$ cat src/rtl/ring_buffer_pkg.sv
// Shared types and helpers for the ring-buffer stream controller.
package ring_buffer_pkg;

  typedef enum logic {
    RUN   = 1'b0,
    FLUSH = 1'b1
  } state_t;

  function automatic int unsigned ptr_next(input int unsigned ptr, input int unsigned depth);
    return (ptr == depth - 32'd1) ? 32'd0 : ptr + 32'd1;
  endfunction

endpackage

$ cat src/rtl/ring_storage.sv
// Ring storage: data and per-slot valid bits, one write port, async read.
module ring_storage #(
  parameter int WIDTH = 8,
  parameter int DEPTH = 8
) (
  input  logic                       clk_i,
  input  logic                       rst_ni,
  input  logic                       we_i,
  input  logic [$clog2(DEPTH)-1:0]   addr_i,
  input  logic [WIDTH-1:0]           wdata_i,
  input  logic                       vld_wr_i,
  output logic [WIDTH-1:0]           rdata_o,
  output logic                       vld_o
);

  logic [WIDTH-1:0] mem [DEPTH];
  logic [DEPTH-1:0] vld;

  // A bubble write clears the valid bit but leaves the stale data in place.
  always_ff @(posedge clk_i or negedge rst_ni) begin
    if (!rst_ni) begin
      for (int i = 0; i < DEPTH; i++) mem[i] <= '0;
      vld <= '0;
    end else if (we_i) begin
      vld[addr_i] <= vld_wr_i;
      if (vld_wr_i) mem[addr_i] <= wdata_i;
    end
  end

  assign rdata_o = mem[addr_i];
  assign vld_o   = vld[addr_i];

endmodule

$ cat src/rtl/ring_buffer_stream_ctrl.sv
// Valid/ready delay-line controller over a single-pointer ring, with bubble-draining flush.
module ring_buffer_stream_ctrl
  import ring_buffer_pkg::*;
#(
  parameter int WIDTH = 8,
  parameter int DEPTH = 8
) (
  input  logic                         clk_i,
  input  logic                         rst_ni,
  input  logic                         in_valid_i,
  output logic                         in_ready_o,
  input  logic [WIDTH-1:0]             in_data_i,
  output logic                         out_valid_o,
  input  logic                         out_ready_i,
  output logic [WIDTH-1:0]             out_data_o,
  input  logic                         flush_i,
  output logic                         flush_busy_o,
  output logic                         flush_done_o,
  output logic [$clog2(DEPTH+1)-1:0]   count_o
);

  localparam int PW = $clog2(DEPTH);
  localparam int CW = $clog2(DEPTH + 1);

  state_t          state, state_nxt;
  logic [PW-1:0]   ptr;
  logic [CW-1:0]   count;
  logic            flush_done_q;
  logic            slot_vld;
  logic            run_ready;
  logic            in_fire, out_fire;
  logic            adv, vld_wr;

  ring_storage #(.WIDTH(WIDTH), .DEPTH(DEPTH)) u_storage (
    .clk_i    (clk_i),
    .rst_ni   (rst_ni),
    .we_i     (adv),
    .addr_i   (ptr),
    .wdata_i  (in_data_i),
    .vld_wr_i (vld_wr),
    .rdata_o  (out_data_o),
    .vld_o    (slot_vld)
  );

  assign out_valid_o  = slot_vld;
  assign run_ready    = !slot_vld | out_ready_i;
  assign out_fire     = slot_vld & out_ready_i;
  assign in_fire      = in_valid_i & in_ready_o;
  assign count_o      = count;
  assign flush_done_o = flush_done_q;

  always_ff @(posedge clk_i or negedge rst_ni) begin
    if (!rst_ni) begin
      state        <= RUN;
      flush_done_q <= 1'b0;
    end else begin
      state        <= state_nxt;
      flush_done_q <= (state == FLUSH) && (count == '0);
    end
  end

  always_comb begin
    state_nxt = state;
    unique case (state)
      RUN:   if (flush_i) state_nxt = FLUSH;
      FLUSH: if (count == '0) state_nxt = RUN;
    endcase
  end

  // FLUSH only ever writes bubbles; empty slots are stepped over without a consumer.
  always_comb begin
    in_ready_o   = 1'b0;
    adv          = 1'b0;
    vld_wr       = 1'b0;
    flush_busy_o = 1'b0;
    unique case (state)
      RUN: begin
        in_ready_o = run_ready;
        adv        = (in_valid_i & run_ready) | out_fire;
        vld_wr     = in_valid_i & run_ready;
      end
      FLUSH: begin
        flush_busy_o = 1'b1;
        adv          = (count != '0) & run_ready;
      end
    endcase
  end

  always_ff @(posedge clk_i or negedge rst_ni) begin
    if (!rst_ni) begin
      ptr   <= '0;
      count <= '0;
    end else begin
      if (adv) ptr <= PW'(ptr_next(32'(ptr), $unsigned(DEPTH)));
      if (in_fire && !out_fire)      count <= count + CW'(1);
      else if (!in_fire && out_fire) count <= count - CW'(1);
    end
  end

endmodule

$ cat config.mk
export PLATFORM = sky130hd
export DESIGN_NAME = ring_buffer_stream_ctrl
export DESIGN_NICKNAME = d
export VERILOG_FILES = /design/src/rtl/ring_buffer_pkg.sv /design/src/rtl/ring_storage.sv /design/src/rtl/ring_buffer_stream_ctrl.sv
export SDC_FILE = /design/constraint.sdc
export NUM_CORES = 1
export LEC_CHECK = 0
export ABC_CLOCK_PERIOD_IN_PS = 6460
export CAP_MARGIN = 20
export CORE_MARGIN = 1
export CORE_UTILIZATION = 60
export CTS_CLUSTER_SIZE = 25
export DETAILED_ROUTE_END_ITERATION = 16
export PLACE_DENSITY = 0.8
export SLEW_MARGIN = 25
export SYNTH_ARGS = -nofsm -noshare
export SYNTH_HDL_FRONTEND = slang
export SYNTH_SLANG_ARGS = --single-unit
$ cat constraint.sdc
create_clock -name clk_i -period 6.46 [get_ports clk_i]
set_clock_uncertainty 0.15 [all_clocks]
set_input_delay 1.292 -clock clk_i [delete_from_list [all_inputs] [get_ports clk_i]]
set_output_delay 1.292 -clock clk_i [all_outputs]
set_load 0.05 [all_outputs]
==> results of run 1 <==
## layout make-up
cell class | count | area [um^2]
clock buffer | 11 | 141
clock inverter | 4 | 28.8
fill | 473 | 1910
inverter | 5 | 18.8
multi-input combinational | 210 | 1900
sequential | 81 | 2030
tap | 77 | 96.3
timing repair buffer | 30 | 297
## worst min path at each step
stage / from / endpoint / slack, ns / cells past startpoint
global placement: count_o[3] / count_o[3] / 0.33 / 1
global route: count_o[3] / count_o[3] / 0.36 / 1
CTS: count_o[3] / count_o[3] / 0.35 / 1
finish: count_o[3] / count_o[3] / 0.35 / 1
floorplan: u_storage.vld[0] / u_storage.vld[0] / 0.31 / 1
detailed placement: u_storage.mem[19] / u_storage.mem[19] / 0.34 / 1
## layer usage
layer / wire [um] / vias to the layer above / part of all wire / GRT usage
li1: - / 1185 / - / -
met1: 3470 / 1285 / 0.42 / 0.344
met2: 4110 / 90 / 0.50 / 0.428
met3: 459 / 26 / 0.056 / 0.0603
met4: 200 / 0 / 0.024 / 0.0893
met5: 0 / - / 0 / 0
## registers in the layout, summed over array words and instances, names as in the netlist
signal and cells:
count_o 4, u_storage.vld 8, u_storage.mem 64, state 1
ptr 3, flush_done_o 1
## Yosys cell counts, types with 2 or more instances
| cell type | count |
|---|---|
| dfrtp_1 | 81 |
| mux2_2 | 56 |
| nand2_1 | 26 |
| nor2_1 | 22 |
| mux2_4 | 17 |
| mux2i_1 | 8 |
| a22oi_1 | 7 |
| mux4_2 | 7 |
| a21oi_1 | 5 |
| clkbuf_1 | 5 |
| ha_1 | 5 |
| inv_1 | 5 |
| o211ai_1 | 5 |
| or4_1 | 5 |
| nand3_1 | 4 |
| a21o_1 | 3 |
| buf_6 | 3 |
| nor2b_1 | 3 |
| o21ai_0 | 3 |
| xnor2_1 | 3 |
| a21bo_2 | 2 |
| a221o_1 | 2 |
| a22o_1 | 2 |
| buf_1 | 2 |
| buf_2 | 2 |
| nand2b_1 | 2 |
| nor3_1 | 2 |
| nor3b_1 | 2 |
| or3b_1 | 2 |
## worst register-to-register path: cells and delay by family, from the launching register on
kind / cells / cell delay [ns]
compound gates: 3 / 0.51
xor+xnor: 2 / 0.28
fa+ha+maj: 2 / 0.49
buf+inv: 1 / 0.10
flops: 1 / 0.74
mux: 1 / 0.28
simple gates: 4 / 0.72
## power by group through the flow
stage | sequential [W] | combinational [W] | clock, W
final | 0.000938 | 0.00131 | 0.000330
after CTS | 0.000935 | 0.00132 | 0.000339
after detailed placement | 0.000941 | 0.00131 | 0
after global routing | 0.000973 | 0.00140 | 0.000357
after global placement | 0.000929 | 0.00128 | 0
after floorplan | 0.000919 | 0.000983 | 0
## cell families after synthesis
family                     after synthesis
adders and majority gates                6
and+or+nand+nor                         75
buffers and inverters                   18
muxes                                   88
AOI/OAI and AO/OA                       37
xor gates and xnor gates                 4
DFF                                     81
## metrics by stage
stage	total power (W)	instances	hold slack, ns	setup slack, ns	area, um^2
final	0.00258	418	0.350	1.86	4510
after global routing	0.00273	418	0.364	1.65	4510
after CTS	0.00259	418	0.349	1.72	4510
after detailed placement	0.00225	403	0.339	2.12	4340
after global placement	0.00221	403	0.327	2.20	4340
after floorplan	0.00190	309	0.312	2.97	4030
==> run metrics, run 1 <==
# setup viols final=0; Routed Wire Length=8.24 mm; Detailed Route Iter0 Violations=225; Lkg Pwr=2.05 nW; status=complete, but fails checks; Yosys warnings=0; CP max stage delay=0.81 ns; final net count=356; Yosys top cell area share=0.504; Peak supply drop=0.372 mV; die width=83.9 um; Synth Area in Compound Gates=0.0718; Synth Area in XOR/XNOR=0.00870; # hold bufs at CTS=0; crit path max fanout=14; Tightest Pin Transition=0.811 ns; Logic pwr share=0.508; Longest Clk Path Bufs=2; Inserted Diodes=0; clock group share of total power=0.128; main combinational cell family by area after synthesis=multiplexers; GRT Residual Overflow=0; WP buf/inv=2; startpoint types=register; synth unique cells=47; power per cell area=571 nW/um^2; Syn Nets=328; Area Growth Syn to Fin=12.1%; Final Cycle Share=0.712; worst reg2reg path depth=13; reg-to-reg slack, setup=3.09 ns; CTS Root Buffer Type=clkbuf_8; average wire per standard cell=19.7 um; die height=83.9 um; Critical R2R Launch=ptr[0]; Worst-path clk slew=0.08 ns; CTS Buf Count=9; RSZ-0062 raised after global routing=false; portion of netlist area occupied by mux cells=0.279; simple-gate portion of the synthesized area=0.0923; Finished Core Util=0.703; cell depth of the worst setup path=5; vias in the first global route=2,659; # DRC=4; Flop pwr share=0.364; CTS tree=yes; Critical Path Sink=out_data_o[0]; cell family with most CP delay=buffers and inverters; net switching power=0.00106 W; Critical Path Source=ptr[1]; Worst Path Arrival=3.15 ns; DR vias/cell=6.19; dpl hpwl=5.40 mm; Synth Register Bits=81; Max Transition Viols Final=0; Post-Synth Adder-Cell Area=0.0205; part of the Yosys area used for sequential elements=0.504; ANT nets after route=0; HP Class=reg -> reg; Slowest cell on crit path=clkdlybuf4s50_1; worst-skew pair later-pin latency=0.34 ns; Starting Density=0.627; Post-synth ARST share=1.00; number of synthesized flops with an enable pin=0; most common cell after layout, fill and taps aside=dfrtp_1; die footprint=7040 um^2; min Tclk post-route=4.60 ns; Avg Inst Size Synth=13.0 um^2; routed via count=2,586; r2r endpoint=count_o[3]; clk sink count=81; row count=29; # Max-Cap Violations=0; highest-count cells in the layout ignoring fill and taps=dfrtp_1, mux2_2, clkdlybuf4s50_1, nand2_1, nor2_1; ys flop type=dfrtp_1; share of layout cells above drive strength 1=0.308; failing checks=design-rule violations; setup TNS=0 ns; WP data required=5.02 ns; crit path kind=reg -> out; first-pass GRT wire length=13.9 mm; initial antenna violation count=0; Hold Fails Final Rpt=0; largest area contributor in the netlist=dfrtp_1; largest net degree at the start of global routing=82; Placeable Area=6420 um^2; max_slew headroom=0.458; I/O Pins=29; H-Tree Level Count=3; synthesized instance count=309; # port buffers=28; switch share=0.411; Post-CTS Setup Inserts=0; RD Place Congestion=0.891; Synth area leaders=dfrtp_1, mux2_2, mux2_4; CP Capture Type=output pin; critical path cell sequence=buf_4 > nor3b_1 > a22oi_1 > nand4_1 > clkdlybuf4s50_1; Internal=0.00152 W; FMAX=218 MHz; Pre-antenna DRT Iters=11; Post-Syn Area=4030 um^2; GRT Total Usage=0.261; # resized after CTS=0
Note: power is estimated with default switching activity, not from simulation.
==> inputs of run 2 (changes only) <==
--- a/config.mk
+++ b/config.mk
@@ -5,13 +5,13 @@
 export SDC_FILE = /design/constraint.sdc
 export NUM_CORES = 1
 export LEC_CHECK = 0
-export ABC_CLOCK_PERIOD_IN_PS = 6460
+export ABC_CLOCK_PERIOD_IN_PS = 4160
 export CAP_MARGIN = 20
 export CORE_MARGIN = 1
-export CORE_UTILIZATION = 60
+export CORE_UTILIZATION = 53
 export CTS_CLUSTER_SIZE = 25
 export DETAILED_ROUTE_END_ITERATION = 16
-export PLACE_DENSITY = 0.8
+export PLACE_DENSITY = 0.75
 export SLEW_MARGIN = 25
 export SYNTH_ARGS = -nofsm -noshare
 export SYNTH_HDL_FRONTEND = slang
==> constraint.sdc (replaced) <==
create_clock -name clk_i -period 4.16 [get_ports clk_i]
set_clock_uncertainty 0.15 [all_clocks]
set_input_delay 0.832 -clock clk_i [delete_from_list [all_inputs] [get_ports clk_i]]
set_output_delay 0.832 -clock clk_i [all_outputs]
set_load 0.05 [all_outputs]
==> run 2 against run 1 <==
  * Clock power rose by 96%
  * Non-clock buffer count rose by 5
  * Die area rose by 13%
  * The run now ends clean
  * First-iteration DRC count fell by 21%
  * Sequential power rose by 55%
  * Power rose by 61%
  * Flip-flop and latch count did not move
  * Global-route usage fell by 2.6 points
  * Critical path type unchanged
  * Cell area rose by 2.6%
  * Highest routed layer unchanged
  * Sequential share of layout area fell by 1.2 points
==> run metrics, run 2 (synthesis gave the netlist of run 1 again) <==
clk sink count=81 (unchanged); Max Transition Viols Final=0 (unchanged); crit path max fanout=12 (-2); Lkg Pwr=2.11 nW (+2.6%); Peak supply drop=0.570 mV (+53%); Area Growth Syn to Fin=15.0%; most common cell after layout, fill and taps aside=dfrtp_1; Detailed Route Iter0 Violations=177 (-21%); DR vias/cell=5.76 (-6.9%); GRT Residual Overflow=0 (unchanged); # Max-Cap Violations=0 (unchanged); most flop-heavy register=u_storage.mem; Pre-antenna DRT Iters=5 (-6); CP Capture Type=output pin; final net count=361 (+1.4%); I/O Pins=29 (unchanged); worst setup margin=0.322 ns (-1.54 ns); Tightest Pin Transition=0.723 ns (-0.0878 ns); dpl hpwl=5.32 mm (-1.6%); highest-count cells in the layout ignoring fill and taps=dfrtp_1, mux2_2, nand2_1, clkdlybuf4s50_1, nor2_1; # hold bufs at CTS=0 (unchanged); status=finished, final reports clean; largest net degree at the start of global routing=82 (unchanged); min Tclk post-route=3.84 ns; initial antenna violation count=0 (unchanged); vias in the first global route=2,490 (-6.4%); Worst Path Arrival=2.86 ns (-0.29 ns); first-pass GRT wire length=13.5 mm (-3.0%); Worst-path clk slew=0.09 ns (about the same); pre-CTS setup slack=0.632 ns (-1.49 ns); design area=4630 um^2 (+2.6%); Non-Filler Instances=446 (+6.7%); WP data required=3.18 ns (-1.84 ns); Starting Density=0.552 (-0.0747); Hold Fails Final Rpt=0 (unchanged); CTS tree=yes; H-Tree Level Count=3 (unchanged); crit path kind=reg -> out; Final Cycle Share=0.923; HP Class=in -> async; # resized after CTS=0 (unchanged); max FFs per register=64 (unchanged); post-placement cell area=4400 um^2 (+1.4%); CTS Buf Count=9 (unchanged); Longest Clk Path Bufs=2 (unchanged); die footprint=7950 um^2 (+13%); row count=31 (+6.9%); RD Place Congestion=0.855 (-4.1%); power per cell area=895 nW/um^2 (+57%); # DRC=0 (-4); # setup viols final=0 (unchanged); startpoint types=register; routed via count=2,570 (-0.62%); FMAX=261 MHz; # port buffers=28 (unchanged); Post-CTS Setup Inserts=0 (unchanged); average wire per standard cell=18.5 um (-6.4%); Inserted Diodes=0 (unchanged); die height=89.1 um (+6.2%); RSZ-0062 raised after global routing=false; die width=89.1 um (+6.2%); worst-skew pair later-pin latency=0.36 ns (+0.02 ns); ANT nets after route=0 (unchanged); GRT Total Usage=0.235 (-0.0262); Routed Wire Length=8.23 mm (about the same); setup TNS=0 ns (unchanged); share of layout cells above drive strength 1=0.323 (+0.0148); Placed Instances=430 (+6.7%); max_slew headroom=0.518 (+0.0597); Placeable Area=7290 um^2 (+14%); CTS Root Buffer Type=clkbuf_8
==> run 2: cell count changes in the layout (fill, tap and decap cells not counted), sizes merged <==
| cell | before | now |
|---|---|---|
| clkdlybuf4s50 | 27 | 26 |
| inv | 6 | 7 |
| clkbuf | 11 | 9 |
| bufinv | 0 | 2 |
| buf | 3 | 9 |
==> run 2: worst paths after layout <==
| check | cells after the start | endpoint | startpoint | slack, ns |
|---|---|---|---|---|
| setup / recovery | 5 | out_data_o[0] | ptr[0] | 0.32 |
| hold / removal | 1 | u_storage.mem[48] | rst_ni | 0.35 |
| setup reg to reg | 14 | count_o[3] | ptr[0] | 0.76 |
| hold reg to reg | 1 | u_storage.mem[29] | u_storage.mem[29] | 0.35 |
| max in group asynchronous | 1 | u_storage.mem[43] | rst_ni | 3.01 |
| min in group clk_i | 1 | u_storage.mem[29] | u_storage.mem[29] | 0.35 |
==> run 2: metrics by stage <==
stage	hold slack (ns)	power (W)	utilization
after floorplan	0.312	0.00295	-
after global routing	0.369	0.00440	0.635
after CTS	0.357	0.00416	0.634
final	0.349	0.00414	0.635
after detailed placement	0.339	0.00351	0.603
after global placement	0.333	0.00346	0.603
==> run 2: cell type report <==
cell class	count	area, um^2
fillers	598	2660
flip-flops and latches	81	2030
inverters	5	18.8
clock inverters	7	101
repair buffers	35	332
well taps	99	124
multi-input cells	210	1900
clock buffers	9	124
==> run 2: worst max-delay path: stages (launching register included) <==
cell,delay [ns]
dfrtp_1,0.54
buf_4,0.26
nor3b_1,0.60
a22oi_1,0.19
nand4_1,0.12
clkdlybuf4s50_1,0.80
==> run 2: metal layers <==
layer,global-route usage,vias to the layer above,part of all wire
met1,0.338,1294,0.46
li1,-,1192,-
met2,0.353,80,0.47
met4,0.0952,0,0.0097
met3,0.0443,4,0.052
met5,0,-,0
==> run 2: where the power goes <==
group	switching, W	leakage [nW]	internal [W]
Sequential	0.000281	1.02	0.00116
Clock	0.000303	0.106	0.000343
Combinational	0.00107	0.983	0.000984
Total	0.00165	2.11	0.00249
==> inputs of run 3 (changes only) <==
--- a/config.mk
+++ b/config.mk
@@ -12,7 +12,6 @@
 export CTS_CLUSTER_SIZE = 25
 export DETAILED_ROUTE_END_ITERATION = 16
 export PLACE_DENSITY = 0.75
-export SLEW_MARGIN = 25
 export SYNTH_ARGS = -nofsm -noshare
 export SYNTH_HDL_FRONTEND = slang
 export SYNTH_SLANG_ARGS = --single-unit
==> run 3 against run 2 <==
  * Register-to-register slack about the same
  * Flip-flop and latch count unchanged
  * Cell area increased by 0.51%
  * Sequential power about the same
  * Wire length increased by 0.61%
  * First-iteration DRC count increased by 4.5%
  * Global-route usage unchanged
  * Critical path type unchanged
==> run metrics, run 3 (synthesis gave the netlist of run 1 again) <==
Tightest Pin Transition=0.711 ns (-0.0123 ns); Inserted Diodes=0 (unchanged); Max Transition Viols Final=0 (unchanged); worst-skew pair later-pin latency=0.36 ns (about the same); total power=0.00415 W (+0.15%); Hold Slack=0.162 ns (-0.187 ns); vias in the first global route=2,490 (unchanged); Peak supply drop=0.571 mV (+0.21%); Routed Wire Length=8.28 mm (+0.61%); # setup viols final=0 (unchanged); fillcell total=593 (-0.84%); CTS Root Buffer Type=clkbuf_8; RD Place Congestion=0.855 (unchanged); # Max-Cap Violations=0 (unchanged); share of layout cells above drive strength 1=0.325 (+0.00195); # DRC=0 (unchanged); power per cell area=892 nW/um^2 (-0.36%); average wire per standard cell=18.5 um (+0.38%); max_slew headroom=0.525 (+0.00716); GRT Residual Overflow=0 (unchanged); die height=89.1 um (unchanged); max FFs per register=64 (unchanged); ANT nets after route=0 (unchanged); # resized after CTS=0 (unchanged); startpoint types=register; # hold bufs at CTS=0 (unchanged); initial antenna violation count=0 (unchanged); HP Class=in -> async; WP data required=3.18 ns (about the same); clk sink count=81 (unchanged); Detailed Route Iter0 Violations=185 (+4.5%); crit path max fanout=12 (unchanged); Post-CTS Setup Inserts=0 (unchanged); Area Growth Syn to Fin=15.6%; FMAX=258 MHz (-0.80%); final net count=362 (+0.28%); highest-count cells in the layout ignoring fill and taps=dfrtp_1, mux2_2, nand2_1, clkdlybuf4s50_1, nor2_1; post-placement cell area=4400 um^2 (unchanged); largest net degree at the start of global routing=82 (unchanged); Hold Fails Final Rpt=0 (unchanged); RSZ-0062 raised after global routing=false; status=finished, final reports clean; GRT Total Usage=0.235 (unchanged); design area=4650 um^2 (+0.51%); dpl hpwl=5.32 mm (unchanged); Finished Core Util=0.638 (+0.00326); Longest Clk Path Bufs=2 (unchanged); first-pass GRT wire length=13.5 mm (unchanged); # port buffers=28 (unchanged); die footprint=7950 um^2 (unchanged); min Tclk post-route=3.87 ns (+0.0310 ns); Final Cycle Share=0.930 (+0.00746); cell family with most CP delay=buffers and inverters; die width=89.1 um (unchanged); Starting Density=0.552 (unchanged); H-Tree Level Count=3 (unchanged); Worst Path Arrival=2.89 ns (+0.03 ns); most common cell after layout, fill and taps aside=dfrtp_1; CTS tree=yes; routed via count=2,577 (+0.27%); crit path kind=reg -> out; most flop-heavy register=u_storage.mem; CP Capture Type=output pin; Lkg Pwr=2.12 nW (+0.54%); setup TNS=0 ns (unchanged); Slowest cell on crit path=clkdlybuf4s50_1; critical path cell sequence=buf_4 > nor3b_1 > a22oi_1 > nand4_1 > clkdlybuf4s50_1; Worst-path clk slew=0.09 ns (about the same); row count=31 (unchanged); WP buf/inv=2 (unchanged); DR vias/cell=5.77 (about the same); Pre-antenna DRT Iters=5 (unchanged); I/O Pins=29 (unchanged); CTS Buf Count=9 (unchanged); Placeable Area=7290 um^2 (unchanged); CP max stage delay=0.80 ns (about the same)
## run 3: cell count changes in the layout (fill, tap and decap cells not counted), sizes merged
cell,change
buf,+1
## run 3: area by class of cell
type / instances / area, um^2 / share of cell area
flip-flops and latches: 81 / 2030 / 0.436
clock buffers: 9 / 124 / 0.0266
inverters: 5 / 18.8 / 0.00403
repair buffers: 36 / 355 / 0.0764
clock inverters: 7 / 101 / 0.0218
multi-input cells: 210 / 1900 / 0.409
well taps: 99 / 124 / 0.0266
## run 3: final timing paths
| path | start | end | slack (ns) | depth (start not counted) |
|---|---|---|---|---|
| worst min-delay path | rst_ni | u_storage.mem[32] | 0.16 | 1 |
| max in group asynchronous | rst_ni | u_storage.vld[4] | 3.10 | 2 |
| worst max register to register | ptr[0] | count_o[3] | 0.75 | 14 |
| worst min register to register | u_storage.mem[29] | u_storage.mem[29] | 0.35 | 1 |
| min in group clk_i | u_storage.mem[29] | u_storage.mem[29] | 0.35 | 1 |
| worst max-delay path | ptr[0] | out_data_o[0] | 0.29 | 5 |
## run 3: per-layer routing
metal,up-vias,GRT usage,wire length (um)
met2,67,0.353,3920
met5,-,0,0
met3,11,0.0443,323
li1,1199,-,-
met4,0,0.0952,146
met1,1300,0.338,3890
## run 3: report_power, final
part,internal (W),leakage (nW),switching (W)
Sequential,0.00116,1.02,0.000281
Combinational,0.000987,0.995,0.00107
Clock,0.000343,0.106,0.000305
## run 3: through the flow
step / setup WS (ns) / std cells
3_3_place_gp: 0.669 / 430
2_1_floorplan: 1.05 / 309
6_report: 0.291 / 447
4_1_cts: 0.243 / 446
3_5_place_dp: 0.632 / 430
5_1_grt: 0.155 / 447
